--- src/rtl/rx_block_fifo_pkg.sv ---
// rtl/rx_block_fifo_pkg.sv - shared sizing helpers for the rx block FIFO
package rx_block_fifo_pkg;

  localparam int DATA_W_DEFAULT  = 8;
  localparam int BLOCK_W_DEFAULT = 128;
  localparam int DEPTH_DEFAULT   = 4;

  // Number of received words that make up one block.
  function automatic int words_per_block(input int block_w, input int data_w);
    return block_w / data_w;
  endfunction

  // Width of a counter that runs 0..n-1 (at least one bit).
  function automatic int count_width(input int n);
    return (n > 1) ? $clog2(n) : 1;
  endfunction

  // Slot index width plus one wrap bit.
  function automatic int ptr_width(input int depth);
    return $clog2(depth) + 1;
  endfunction

endpackage

--- src/rtl/rx_block_fifo_if.sv ---
// rtl/rx_block_fifo_if.sv - word input / block output bundle, optional level port under RX_BUF_LEVEL_EN
interface rx_block_fifo_if #(
  parameter int DATA_W  = 8,
  parameter int BLOCK_W = 128,
  parameter int DEPTH   = 4
);
  logic [DATA_W-1:0]  din;
  logic               ready;
  logic               flush;
  logic               re;
  logic [BLOCK_W-1:0] dout;
  logic               empty;
  logic               full;
  logic               of;
`ifdef RX_BUF_LEVEL_EN
  logic                   of_clr;
  logic [$clog2(DEPTH):0] level;

  modport master (output din, ready, flush, re, of_clr,
                  input  dout, empty, full, of, level);
  modport slave  (input  din, ready, flush, re, of_clr,
                  output dout, empty, full, of, level);
`else
  modport master (output din, ready, flush, re,
                  input  dout, empty, full, of);
  modport slave  (input  din, ready, flush, re,
                  output dout, empty, full, of);
`endif
endinterface

--- src/rtl/rx_block_fifo_assembler.sv ---
// rtl/rx_block_fifo_assembler.sv - rx_word_assembler: edge-strobed word shifter emitting completed blocks
module rx_word_assembler
  import rx_block_fifo_pkg::*;
#(
  parameter int DATA_W    = 8,
  parameter int BLOCK_W   = 128,
  parameter int MSB_FIRST = 1
) (
  input  logic               clk,
  input  logic               reset,
  input  logic [DATA_W-1:0]  din,
  input  logic               ready,
  input  logic               flush,
  output logic               blk_valid,
  output logic [BLOCK_W-1:0] blk_data
);
  localparam int WPB = words_per_block(BLOCK_W, DATA_W);
  localparam int CW  = count_width(WPB);
  localparam logic [CW-1:0] LAST = CW'(WPB - 1);

  logic               ready_q;
  logic               strobe;
  logic [CW-1:0]      wcnt;
  logic [BLOCK_W-1:0] sreg;
  logic [BLOCK_W-1:0] shifted;

  // ready is a level; only its rising edge delivers a word.
  assign strobe = ready & ~ready_q;

  // Word order decides which end of the block the first word ends up in.
  generate
    if (MSB_FIRST != 0) begin : g_msb
      assign shifted = {sreg[BLOCK_W-DATA_W-1:0], din};
    end else begin : g_lsb
      assign shifted = {din, sreg[BLOCK_W-1:DATA_W]};
    end
  endgenerate

  // The block is handed over combinationally so the FIFO commits at the final strobe edge.
  assign blk_valid = strobe & ~flush & (wcnt == LAST);
  assign blk_data  = shifted;

  // Edge detect, word count and shift register; flush beats a coincident strobe.
  always_ff @(posedge clk) begin
    if (reset) begin
      ready_q <= 1'b0;
      wcnt    <= '0;
      sreg    <= '0;
    end else begin
      ready_q <= ready;
      if (flush) begin
        wcnt <= '0;
        sreg <= '0;
      end else if (strobe) begin
        sreg <= shifted;
        wcnt <= (wcnt == LAST) ? '0 : wcnt + 1'b1;
      end
    end
  end

endmodule

--- src/rtl/rx_block_fifo.sv ---
// rtl/rx_block_fifo.sv - show-ahead FIFO of assembled blocks; RX_BUF_LEVEL_EN adds level and of_clr
module rx_block_fifo
  import rx_block_fifo_pkg::*;
#(
  parameter int DATA_W    = DATA_W_DEFAULT,
  parameter int BLOCK_W   = BLOCK_W_DEFAULT,
  parameter int DEPTH     = DEPTH_DEFAULT,
  parameter int MSB_FIRST = 1
) (
  input logic            clk,
  input logic            reset,
  rx_block_fifo_if.slave bus
);
  localparam int PW = ptr_width(DEPTH);
  localparam int AW = PW - 1;

  logic               blk_valid;
  logic [BLOCK_W-1:0] blk_data;
  logic [BLOCK_W-1:0] mem [DEPTH];
  logic [PW-1:0]      wr_ptr;
  logic [PW-1:0]      rd_ptr;
  logic               empty;
  logic               full;
  logic               pop;
  logic               push;
  logic               overflow;
  logic               of;

  rx_word_assembler #(
    .DATA_W    (DATA_W),
    .BLOCK_W   (BLOCK_W),
    .MSB_FIRST (MSB_FIRST)
  ) u_asm (
    .clk       (clk),
    .reset     (reset),
    .din       (bus.din),
    .ready     (bus.ready),
    .flush     (bus.flush),
    .blk_valid (blk_valid),
    .blk_data  (blk_data)
  );

  assign empty = (wr_ptr == rd_ptr);
  assign full  = (wr_ptr[AW-1:0] == rd_ptr[AW-1:0]) && (wr_ptr[AW] != rd_ptr[AW]);

  // A pop in the same cycle frees the slot a commit into a full FIFO needs.
  assign pop      = bus.re & ~empty;
  assign push     = blk_valid & (~full | pop);
  assign overflow = blk_valid & full & ~pop;

  assign bus.dout  = mem[rd_ptr[AW-1:0]];
  assign bus.empty = empty;
  assign bus.full  = full;
  assign bus.of    = of;

  // Slot storage; cleared on reset so an empty FIFO shows zero.
  always_ff @(posedge clk) begin
    if (reset) begin
      for (int i = 0; i < DEPTH; i++) mem[i] <= '0;
    end else if (push) begin
      mem[wr_ptr[AW-1:0]] <= blk_data;
    end
  end

  // Read and write pointers with wrap bit, modulo 2*DEPTH.
  always_ff @(posedge clk) begin
    if (reset) begin
      wr_ptr <= '0;
      rd_ptr <= '0;
    end else begin
      if (push) wr_ptr <= wr_ptr + 1'b1;
      if (pop)  rd_ptr <= rd_ptr + 1'b1;
    end
  end

`ifdef RX_BUF_LEVEL_EN
  localparam int LW = $clog2(DEPTH) + 1;
  logic [LW-1:0] level;

  assign bus.level = level;

  // Sticky overflow; a fresh overflow outranks a coincident clear.
  always_ff @(posedge clk) begin
    if (reset) begin
      of <= 1'b0;
    end else if (overflow) begin
      of <= 1'b1;
    end else if (bus.of_clr) begin
      of <= 1'b0;
    end
  end

  // Registered occupancy count tracking push/pop.
  always_ff @(posedge clk) begin
    if (reset) begin
      level <= '0;
    end else if (push && !pop) begin
      level <= level + LW'(1);
    end else if (pop && !push) begin
      level <= level - LW'(1);
    end
  end
`else
  // Sticky overflow, cleared only by reset.
  always_ff @(posedge clk) begin
    if (reset) begin
      of <= 1'b0;
    end else if (overflow) begin
      of <= 1'b1;
    end
  end
`endif

endmodule

--- src/flat_wrapper.sv ---
// flat-port wrapper written by rule: the top's interface ports become plain ports
module rx_block_fifo_flat import rx_block_fifo_pkg::*;
#(
  parameter int DATA_W    = DATA_W_DEFAULT,
  parameter int BLOCK_W   = BLOCK_W_DEFAULT,
  parameter int DEPTH     = DEPTH_DEFAULT,
  parameter int MSB_FIRST = 1
)
  (clk, reset, bus_din, bus_ready, bus_flush, bus_re, bus_dout, bus_empty, bus_full, bus_of);
  rx_block_fifo_if #(.DATA_W(DATA_W), .BLOCK_W(BLOCK_W), .DEPTH(DEPTH)) bus_i ();
  input logic clk;
  input logic reset;
  input wire logic [$bits(bus_i.din)-1:0] bus_din;
  input wire logic [$bits(bus_i.ready)-1:0] bus_ready;
  input wire logic [$bits(bus_i.flush)-1:0] bus_flush;
  input wire logic [$bits(bus_i.re)-1:0] bus_re;
  output wire logic [$bits(bus_i.dout)-1:0] bus_dout;
  output wire logic [$bits(bus_i.empty)-1:0] bus_empty;
  output wire logic [$bits(bus_i.full)-1:0] bus_full;
  output wire logic [$bits(bus_i.of)-1:0] bus_of;
  assign bus_i.din = bus_din;
  assign bus_i.ready = bus_ready;
  assign bus_i.flush = bus_flush;
  assign bus_i.re = bus_re;
  assign bus_dout = bus_i.dout;
  assign bus_empty = bus_i.empty;
  assign bus_full = bus_i.full;
  assign bus_of = bus_i.of;
  rx_block_fifo #(.DATA_W(DATA_W), .BLOCK_W(BLOCK_W), .DEPTH(DEPTH), .MSB_FIRST(MSB_FIRST)) u_core (.clk(clk), .reset(reset), .bus(bus_i));
endmodule
--- config.mk ---
export PLATFORM = sky130hd
export DESIGN_NAME = rx_block_fifo_flat
export DESIGN_NICKNAME = d
export VERILOG_FILES = /design/src/rtl/rx_block_fifo_pkg.sv /design/src/rtl/rx_block_fifo_if.sv /design/src/rtl/rx_block_fifo_assembler.sv /design/src/rtl/rx_block_fifo.sv /design/src/flat_wrapper.sv
export SDC_FILE = /design/constraint.sdc
export NUM_CORES = 1
export LEC_CHECK = 0
export ABC_AREA = 1
export BUFFER_PORTS_ARGS = -buffer_cell sky130_fd_sc_hd__buf_2
export CAP_MARGIN = 20
export CORE_UTILIZATION = 55
export CTS_CLUSTER_SIZE = 16
export DETAILED_ROUTE_END_ITERATION = 7
export PLACE_DENSITY = 0.76
export SLEW_MARGIN = 20
export SYNTH_ARGS = -nofsm -noshare
export SYNTH_HDL_FRONTEND = slang
export SYNTH_HIERARCHICAL = 1
export SYNTH_SLANG_ARGS = --single-unit
--- constraint.sdc ---
create_clock -name clk -period 11.02 [get_ports clk]
set_input_delay 0.551 -clock clk [delete_from_list [all_inputs] [get_ports clk]]
set_output_delay 0.551 -clock clk [all_outputs]
set_load 0.05 [all_outputs]
==> flow_summary_export.csv, run 1 <==
group,metric,value,unit
status,status,"completed",
cts,clock_tree.buffer_depth,3,
setup_path,cp.arrival,5640,ps
setup_path,worstSetupPathType,"reg -> reg",
timing,worst_slew_pin_slew,1210,ps
setup_path,crit_top_cell,"buf_4",
setup_path,start_kind,"flop",
hold_path,hp-start,"reset",
routing,met3_wirelength,5.42,mm
logic_synthesis,synth.avg_cell_area,10.8,µm²
routing,ant_nets,0,
global_routing,first_global_vias,19987,
cts,tritoncts,"built",
global_routing,grt_start_max_net_pins,156,
floorplanning,start_util,55.9,%
logic_synthesis,ys_top_cells_by_area,"edfxtp_1, dfxtp_1, nor2_1",
logic_synthesis,synth_top_area_share,54.7,%
timing,rsz0062_at_grt,"false",
routing,wl_met2,35.0,mm
logic_synthesis,synth-edff-count,512,
finish,final_util,61.5,%
logic_synthesis,synth-main-ff-cell,"edfxtp_1",
power_and_ir_drop,vdd_drop_max,0.103,mV
routing,wl_met1,28.3,mm
cts,cts_root_buf,"clkbuf_16",
cts,path_clk_slew,60,ps
timing,hold_viol,0,
finish,final_net_count,2628,
place,dpl_cell_area,28800,µm²
logic_synthesis,ys_seq_area_share,64.2,%
cts,insertion_delay,590,ps
setup_path,slowest_stage,"buf_4",
floorplanning,rows,82,
floorplanning,core,50300,µm²
place,place.gp.congestion,0.788,
cts,cts_resized,0,
routing,via_count,19992,
power_and_ir_drop,power_density,175,nW/µm²
finish,seqCellArea,18100,µm²
global_routing,grt_first_pass_wirelength,111,mm
setup_path,worst_setup_path_end_kind,"flop",
place,place_ws,5320,ps
place,dp_hpwl,36.7,mm
logic_synthesis,ys_ff_latch,646,
routing,post_drt_wl_per_cell,21.3,µm
global_routing,track_usage,27.0,%
routing,wl,71.0,mm
cts,postCtsSetupBuffers,0,
place,portBuffers,143,
timing,slew_headroom,19.4,%
routing,via_per_inst,5.99,
logic_synthesis,synth_common_cells,"nor2_1, edfxtp_1, o21ai_0, nor3_2, nor3_1",
floorplanning,chipHeight,228,µm
logic_synthesis,post-synth-top-count-cell,"nor2_1",
timing,maxSlewViolCount,0,
cts,cts_htree_levels,3,
timing,setup_ws,5590,ps
cts,cts_buffers,66,
finish,fillers,3906,
setup_path,cp_max_fo,87,
power_and_ir_drop,finalPower,5430,µW
cts,cts_hold_buf,0,
floorplanning,die_w,228,µm
setup_path,path_cells,"inv_6 -> nand2_1 -> nand2_2 -> nand4_4 -> nand4_4 -> buf_4 -> inv_1 -> nor2_4 -> buf_4 -> buf_4",
logic_synthesis,async_reset_ff_share,0,%
timing,fin_crit_sh,49.3,%
setup_path,crit_start,"u_core/wr_ptr[1]$_SDFFE_PP0P_",
logic_synthesis,syn_nets,2620,
global_routing,antenna_found_initial,1,
finish,drive_gt1_share,18.2,%
timing,skew,23.0,ps
finish,area_delta_synth_final,10.1,%
logic_synthesis,synth_area,28100,µm²
setup_path,reg2regPathDepth,10,
finish,final_area,30900,µm²
hold_path,whs_path_depth,2,
flow_run,drv_cap,0,
logic_synthesis,yosys_warnings,6,
setup_path,cpPeakStageDelay,930,ps
floorplanning,pin_count,144,
cts,cts.sinks,646,
routing,drtIter0Drc,2350,
setup_path,r2r-start,"u_core/wr_ptr[1]$_SDFFE_PP0P_",
finish,antenna_cells,0,
logic_synthesis,synth_cell_types,30,
floorplanning,die_area,52000,µm²
routing,firstDrtPassIters,5,
timing,min_period,5430,ps
logic_synthesis,syn_inst,2604,
setup_path,worst_ep_required_time,11230,ps
routing,drc,0,
hold_path,hp-class,"in -> reg",
logic_synthesis,synth.largest_area_cell,"edfxtp_1",
timing,max_clock_freq,184,MHz
finish,multi_input_area,8420,µm²
global_routing,overflow,0,
routing,routed.top_layer,"met5",
power_and_ir_drop,power.leakage,0.0105,µW
timing,finalSetupViolations,0,
-- area by class of cell --
class                           instances  share of cell area [%]
Sequential cell                       646                    58.4
Multi-Input combinational cell       1582                    27.2
Clock buffer                           94                    6.08
Timing Repair Buffer                  172                    3.14
Tap cell                              672                    2.72
Inverter                              144                    1.81
Clock inverter                         25                   0.635
-- cell families after synthesis --
kind of cell,Yosys count,synth area share (%)
adder cells (fa/ha/maj),3,0.134
flip-flops,646,64.2
AND/OR/NAND/NOR,1058,19.7
buffers and inverters,376,6.06
AO/OA/AOI/OAI,519,9.82
XOR/XNOR,2,0.0890
-- sequential cells by signal, summed over array words and instances, names as in the netlist, named ones only --
name and count:
u_core/bus.of 1, u_core/mem 512, u_core/rd_ptr 3, u_core/u_asm/ready_q 1, u_core/u_asm/sreg 120, u_core/u_asm/wcnt 4
u_core/wr_ptr 3
-- power by group --
part / total (µW) / switching [µW] / internal, µW
registers: 2740 / 39.1 / 2700
logic: 528 / 427 / 100
clock network: 2160 / 899 / 1260
total: 5430 / 1360 / 4060
-- routing by layer --
| layer | up-vias | track usage, % |
|---|---|---|
| met5 | - | 0 |
| met4 | 2 | 11.6 |
| met3 | 131 | 3.89 |
| met2 | 903 | 45.8 |
| met1 | 9837 | 34.7 |
| li1 | 9119 | - |
-- layout by cell type (no fill, tap or decap), types with 3 or more instances in the layout --
| cell | Yosys | routed |
|---|---|---|
| nor2_4 | 1 | 3 |
| clkbuf_16 | 0 | 69 |
| o21ai_1 | 25 | 25 |
| nor2_1 | 635 | 634 |
| dfxtp_1 | 134 | 131 |
| clkinv_1 | 1 | 11 |
| inv_1 | 139 | 137 |
| o22ai_1 | 128 | 128 |
| nor3_1 | 186 | 186 |
| buf_2 | 42 | 143 |
| a21oi_1 | 6 | 6 |
| buf_4 | 40 | 26 |
| nand3_1 | 9 | 8 |
| nand2_1 | 20 | 20 |
| dfxtp_4 | 0 | 3 |
| edfxtp_1 | 512 | 512 |
| nor3_2 | 199 | 199 |
| buf_12 | 0 | 3 |
| bufinv_16 | 0 | 3 |
| o21ai_4 | 0 | 3 |
| ha_1 | 3 | 3 |
| nand4_4 | 2 | 3 |
| clkbuf_8 | 0 | 6 |
| clkinv_2 | 0 | 9 |
| inv_6 | 0 | 4 |
| clkbuf_1 | 129 | 19 |
| o21ai_0 | 359 | 356 |
| inv_2 | 4 | 3 |
-- worst max-delay path: cells and delay by family, from the launching register on --
kind	cells	cell delay (ps)
simple gates	5	730
buf+inv	5	3510
flops	1	530
-- final timing paths --
path,slack (ps),to
worst max-delay path,5590,u_core/mem[3][51]$_DFFE_PP_
worst min-delay path,220,u_core/u_asm/ready_q$_SDFF_PP0_
worst max register to register,5590,u_core/mem[3][51]$_DFFE_PP_
worst min register to register,450,u_core/bus.of$_SDFFE_PP0P_
-- through the flow --
step / hold WS (ps) / setup TNS [ps] / cells
2_1_floorplan: 448 / -84690 / 2604
3_3_place_gp: 443 / 0 / 3215
3_5_place_dp: 446 / 0 / 3215
4_1_cts: 194 / 0 / 3334
5_1_grt: 219 / 0 / 3335
6_report: 215 / 0 / 3335
Note: power is estimated with default switching activity, not from simulation.
==> run 2: changes to the inputs <==
ABC_AREA = 0   (was 1)
clock period = 4.5 ns   (was 11.02 ns; I/O delays follow)
==> flow_summary_export.csv, run 2 <==
group,metric,value,unit
cts,cts_root_buf,"clkbuf_16",
place,portBuffers,143,
setup_path,cpPeakStageDelay,690,ps
logic_synthesis,ys_seq_area_share,67.0,%
setup_path,crit_start,"u_core/u_asm/wcnt[0]$_SDFFE_PP0P_",
logic_synthesis,synth.avg_cell_area,14.6,µm²
finish,area_delta_synth_final,12.9,%
floorplanning,core,48000,µm²
floorplanning,die_area,49900,µm²
cts,clock_tree.buffer_depth,3,
finish,seqCellArea,18100,µm²
hold_path,whs_path_depth,4,
logic_synthesis,yosys_warnings,6,
logic_synthesis,synth.largest_area_cell,"edfxtp_1",
logic_synthesis,syn_nets,1857,
logic_synthesis,synth_cell_types,37,
cts,path_clk_slew,60,ps
hold_path,hp-start,"bus_flush",
timing,finalSetupViolations,0,
cts,tritoncts,"built",
floorplanning,die_w,223,µm
logic_synthesis,synth_area,27000,µm²
power_and_ir_drop,vdd_drop_max,0.304,mV
logic_synthesis,synth-edff-count,512,
timing,hold_viol,0,
timing,slew_headroom,26.6,%
finish,final_cell_mix,"and2_1, edfxtp_1, nand2_1",
power_and_ir_drop,power.net_switching,2730,µW
logic_synthesis,synth-main-ff-cell,"edfxtp_1",
logic_synthesis,ys_top_cells_by_area,"edfxtp_1, and2_1, mux4_2",
routing,drtIter0Drc,1122,
setup_path,crit_top_cell,"buf_4",
global_routing,overflow,0,
logic_synthesis,synth_top_area_share,57.0,%
finish,regMostFlops,"u_core/mem",
finish,final_area,30400,µm²
global_routing,grt_first_pass_wirelength,91.3,mm
place,place.gp.congestion,0.747,
power_and_ir_drop,pwr-share-comb,4.9,%
floorplanning,start_util,56.1,%
global_routing,antenna_found_initial,0,
power_and_ir_drop,power.leakage,0.0103,µW
routing,firstDrtPassIters,5,
timing,fin_crit_sh,75.6,%
setup_path,start_kind,"flop",
setup_path,worst_setup_path_end_kind,"flop",
setup_path,worstSetupPathType,"reg -> reg",
finish,final_net_count,1976,
finish,fillers,3441,
cts,postCtsSetupBuffers,0,
setup_path,path_cells,"ha_1 -> nand2_1 -> nor3_1 -> nor2b_1 -> o41a_2 -> nor3b_4 -> buf_4 -> buf_4 -> and2_1",
timing,rsz0062_at_grt,"false",
hold_path,hp-class,"in -> reg",
finish,top_regs,"u_core/mem x512, u_core/u_asm/sreg x120, u_core/u_asm/wcnt x4",
routing,wl,59.5,mm
finish,multi_input_area,8280,µm²
global_routing,grt_start_max_net_pins,79,
timing,maxSlewViolCount,0,
routing,via_per_inst,5.72,
setup_path,cp.arrival,3840,ps
power_and_ir_drop,p_clk_share,42.0,%
logic_synthesis,synth_common_cells,"and2_1, edfxtp_1, nand2_1, dfxtp_1, mux4_2",
finish,drive_gt1_share,23.6,%
cts,cts_buffers,66,
floorplanning,chipHeight,223,µm
cts,cts_htree_levels,3,
setup_path,cp_max_fo,66,
routing,post_drt_wl_per_cell,22.6,µm
routing,drc,0,
place,dp_hpwl,32.2,mm
logic_synthesis,async_reset_ff_share,0,%
cts,cts.sinks,646,
global_routing,first_global_vias,15825,
power_and_ir_drop,power_density,415,nW/µm²
timing,max_clock_freq,294,MHz
floorplanning,rows,80,
floorplanning,pin_count,144,
power_and_ir_drop,switching_share,21.6,%
place,dpl_cell_area,28200,µm²
status,status,"completed",
logic_synthesis,syn_inst,1841,
finish,antenna_cells,0,
power_and_ir_drop,p_seq_share,53.2,%
timing,min_period,3400,ps
routing,via_count,15028,
logic_synthesis,ys_ff_latch,646,
finish,largest_reg_flops,512,
timing,fin_tns_setup,0,ps
flow_run,drv_cap,0,
power_and_ir_drop,p_int,9890,µW
setup_path,reg2regPathDepth,9,
global_routing,track_usage,24.3,%
timing,skew,19.8,ps
cts,insertion_delay,580,ps
routing,ant_nets,0,
setup_path,slowest_stage,"buf_4",
setup_path,worst_ep_required_time,4940,ps
timing,worst_slew_pin_slew,1100,ps
setup_path,r2r-start,"u_core/u_asm/wcnt[0]$_SDFFE_PP0P_",
-- run 2: cell types whose count changed after synthesis, moves of 139 or more --
cell     before  now
nor2_1      635    8
and2_1        0  512
o21ai_0     359    2
nor3_1      186    3
inv_1       139    0
nor3_2      199    0
nand2_1      20  247
-- run 2: power by group through the flow --
stage	registers, µW	logic (µW)	clock network, µW
after floorplan	6820	423	0
after global placement	6820	612	0
after detailed placement	6840	614	0
after CTS	6710	623	5370
after global routing	6730	639	5590
final	6710	616	5300
-- run 2: critical path: cells and delay by family, from the launching register on --
kind / cells / cell delay [ps]
simple gates: 5 / 1020
fa+ha+maj: 1 / 260
compound gates: 1 / 200
buf+inv: 2 / 1290
flops: 1 / 410
-- run 2: logic make-up (layout without fill, tap and decap cells) --
kind of cell | after synthesis | count (layout) | synth area share (%)
buffers and inverters | 134 | 306 | 2.51
and+or+nand+nor | 786 | 786 | 15.9
AOI/OAI and AO/OA | 134 | 134 | 3.41
DFF | 646 | 646 | 67.0
xor gates and xnor gates | 8 | 8 | 0.315
muxes | 130 | 130 | 10.8
adders and majority gates | 3 | 3 | 0.139
-- run 2: stage by stage --
stage	power (µW)	hold slack, ps	util, %	setup WS, ps	cells
after CTS	12700	28.8	63.4	1170	2628
final	12600	51.3	63.4	1100	2628
after detailed placement	7450	484	58.8	1160	2496
after global routing	13000	70.5	63.4	884	2628
after global placement	7430	475	58.8	1270	2496
after floorplan	7240	297	-	863	1841
-- run 2: final cells by class --
| type | instances | area share (%) |
|---|---|---|
| Clock buffer | 99 | 6.48 |
| Tap cell | 615 | 2.53 |
| Sequential cell | 646 | 59.3 |
| Timing Repair Buffer | 185 | 4.01 |
| Multi-Input combinational cell | 1061 | 27.2 |
| Clock inverter | 22 | 0.460 |
-- run 2: what timing repair did --
action	4_1_cts	5_1_grt
gates resized for setup	0	0
endpoints found under the hold margin	46	0
hold buffers	11	0
-- run 2: final timing paths --
path / to / slack [ps]
max reg2reg: u_core/mem[0][28]$_SDFFCE_PN0P_ / 1100
min: u_core/bus.of$_SDFFE_PP0P_ / 50
max: u_core/mem[0][28]$_SDFFCE_PN0P_ / 1100
min reg2reg: u_core/u_asm/sreg[112]$_SDFFE_PP0P_ / 490
-- run 2: per-layer routing --
layer	track usage (%)	wire (µm)	vias up
li1	-	-	6796
met1	31.2	23900	7670
met2	42.2	30800	460
met3	3.32	3040	102
met4	8.86	1770	0
met5	0	0	-
==> run 3: changes to the inputs <==
ABC_AREA = 1   (was 0)
CORE_UTILIZATION = 60   (was 55)
PLACE_DENSITY = 0.78   (was 0.76)
clock period = 3.5 ns   (was 4.5 ns; I/O delays follow)
==> flow_summary_export.csv, run 3 (same netlist as run 1, synthesis figures left out) <==
group,metric,value,unit
status,status,"completed",
global_routing,overflow,0,
finish,seqCellArea,18100,µm²
setup_path,cp.arrival,3470,ps
global_routing,track_usage,30.5,%
place,dpl_cell_area,29000,µm²
timing,min_period,3190,ps
floorplanning,chipHeight,218,µm
place,dp_cells,3158,
finish,area_delta_synth_final,11.2,%
power_and_ir_drop,power_density,553,nW/µm²
finish,final_common_cell,"nor2_1",
routing,ant_nets,0,
timing,worst_slew_pin_slew,1160,ps
finish,largest_reg_flops,512,
setup_path,cp_max_fo,54,
cts,tritoncts,"built",
place,dp_hpwl,38.1,mm
routing,via_per_inst,6.22,
floorplanning,pin_count,144,
place,place_ws,346,ps
timing,fin_crit_sh,91.0,%
hold_path,hp-class,"in -> reg",
place,portBuffers,143,
timing,max_clock_freq,314,MHz
finish,regMostFlops,"u_core/mem",
cts,insertion_delay,600,ps
floorplanning,start_util,61.4,%
floorplanning,die_w,218,µm
finish,final_area,31300,µm²
flow_run,drv_cap,0,
cts,cts.sinks,646,
setup_path,worst_setup_path_end_kind,"flop",
global_routing,grt_start_max_net_pins,162,
routing,wl,72.3,mm
floorplanning,rows,78,
timing,skew,23.5,ps
cts,cts_resized,0,
timing,slew_headroom,22.9,%
global_routing,grt_first_pass_wirelength,113,mm
finish,final_cell_mix,"nor2_1, edfxtp_1, o21ai_0",
finish,top_regs,"u_core/mem x512, u_core/u_asm/sreg x120, u_core/u_asm/wcnt x4",
power_and_ir_drop,vdd_drop_max,0.684,mV
setup_path,worst_ep_required_time,3790,ps
finish,stdcell_count,3293,
routing,drtIter0Drc,2185,
routing,via_count,20474,
cts,cts_root_buf,"clkbuf_16",
finish,final_net_count,2654,
power_and_ir_drop,power.leakage,0.0107,µW
timing,finalSetupViolations,0,
routing,post_drt_wl_per_cell,21.9,µm
finish,drive_gt1_share,19.0,%
cts,path_clk_slew,60,ps
routing,firstDrtPassIters,6,
finish,fillers,3216,
place,place.gp.congestion,0.800,
timing,setup_ws,315,ps
setup_path,worstSetupPathType,"reg -> reg",
routing,drc,0,
timing,maxSlewViolCount,0,
global_routing,first_global_vias,20302,
floorplanning,core,45800,µm²
cts,cts_htree_levels,3,
finish,antenna_cells,0,
finish,final_util,68.3,%
cts,clock_tree.buffer_depth,3,
floorplanning,die_area,47700,µm²
timing,hold_viol,0,
timing,rsz0062_at_grt,"false",
global_routing,antenna_found_initial,0,
finish,multi_input_area,8430,µm²
setup_path,start_kind,"flop",
cts,cts_buffers,67,
## run 3: cell count changes in the layout (fill, tap and decap cells not counted), moves of 128 or more
| cell | change |
|---|---|
| inv_1 | +137 |
| and2_1 | -512 |
| mux4_2 | -128 |
| nor3_2 | +200 |
| nand2_1 | -227 |
| nor2_1 | +626 |
| nor3_1 | +182 |
| o21ai_0 | +354 |
| o22ai_1 | +128 |
## run 3: worst paths after layout
kind                                       from                                 to  slack, ps  cells after the start
setup / recovery  u_core/wr_ptr[1]$_SDFFE_PP0P_   u_core/mem[0][127]$_SDFFCE_PN0P_        310                      8
hold / removal                        bus_ready  u_core/u_asm/wcnt[3]$_SDFFE_PP0P_         50                      5
setup reg to reg  u_core/wr_ptr[1]$_SDFFE_PP0P_   u_core/mem[0][127]$_SDFFCE_PN0P_        310                      8
hold reg to reg      u_core/bus.of$_SDFFE_PP0P_         u_core/bus.of$_SDFFE_PP0P_        460                      2
## run 3: timing repair
action                                 4_1_cts  5_1_grt
hold buffers                                11        0
endpoints found under the hold margin       19        0
setup buffers                                0        0
## run 3: power by group
group	internal (µW)	switching (µW)	leakage, µW	total (µW)
clock network	4040	2910	0.00106	6950
registers	8510	125	0.00638	8630
logic	344	1350	0.00325	1690
## run 3: worst max-delay path, cell delays in order (launching register included)
cell,delay [ps]
dfxtp_4,360
inv_6,220
nand2_1,110
nand2_2,110
nand4_4,190
nand4_4,260
buf_4,620
buf_4,850
nor3_1,130
## run 3: cell type report
| type | instances | share of cell area [%] |
|---|---|---|
| Sequential cell | 646 | 57.8 |
| Multi-Input combinational cell | 1582 | 27.0 |
| Clock buffer | 102 | 6.27 |
| Timing Repair Buffer | 197 | 4.19 |
| Tap cell | 600 | 2.40 |
| Inverter | 144 | 1.77 |
| Clock inverter | 22 | 0.604 |
## run 3: layer usage
metal / GRT usage [%] / vias up / share of wire [%]
li1: - / 9180 / -
met1: 40.0 / 10009 / 38
met2: 51.3 / 1142 / 50
met3: 4.41 / 143 / 8.9
met4: 11.9 / 0 / 2.6
met5: 0 / - / 0
## run 3: metrics by stage
step | hold slack [ps] | total power, µW | setup TNS [ps]
2_1_floorplan | 239 | 9980 | -75000
3_3_place_gp | 445 | 10400 | 0
3_5_place_dp | 451 | 10500 | 0
4_1_cts | 24.6 | 17300 | 0
5_1_grt | 61.9 | 17800 | 0
6_report | 47.6 | 17300 | 0
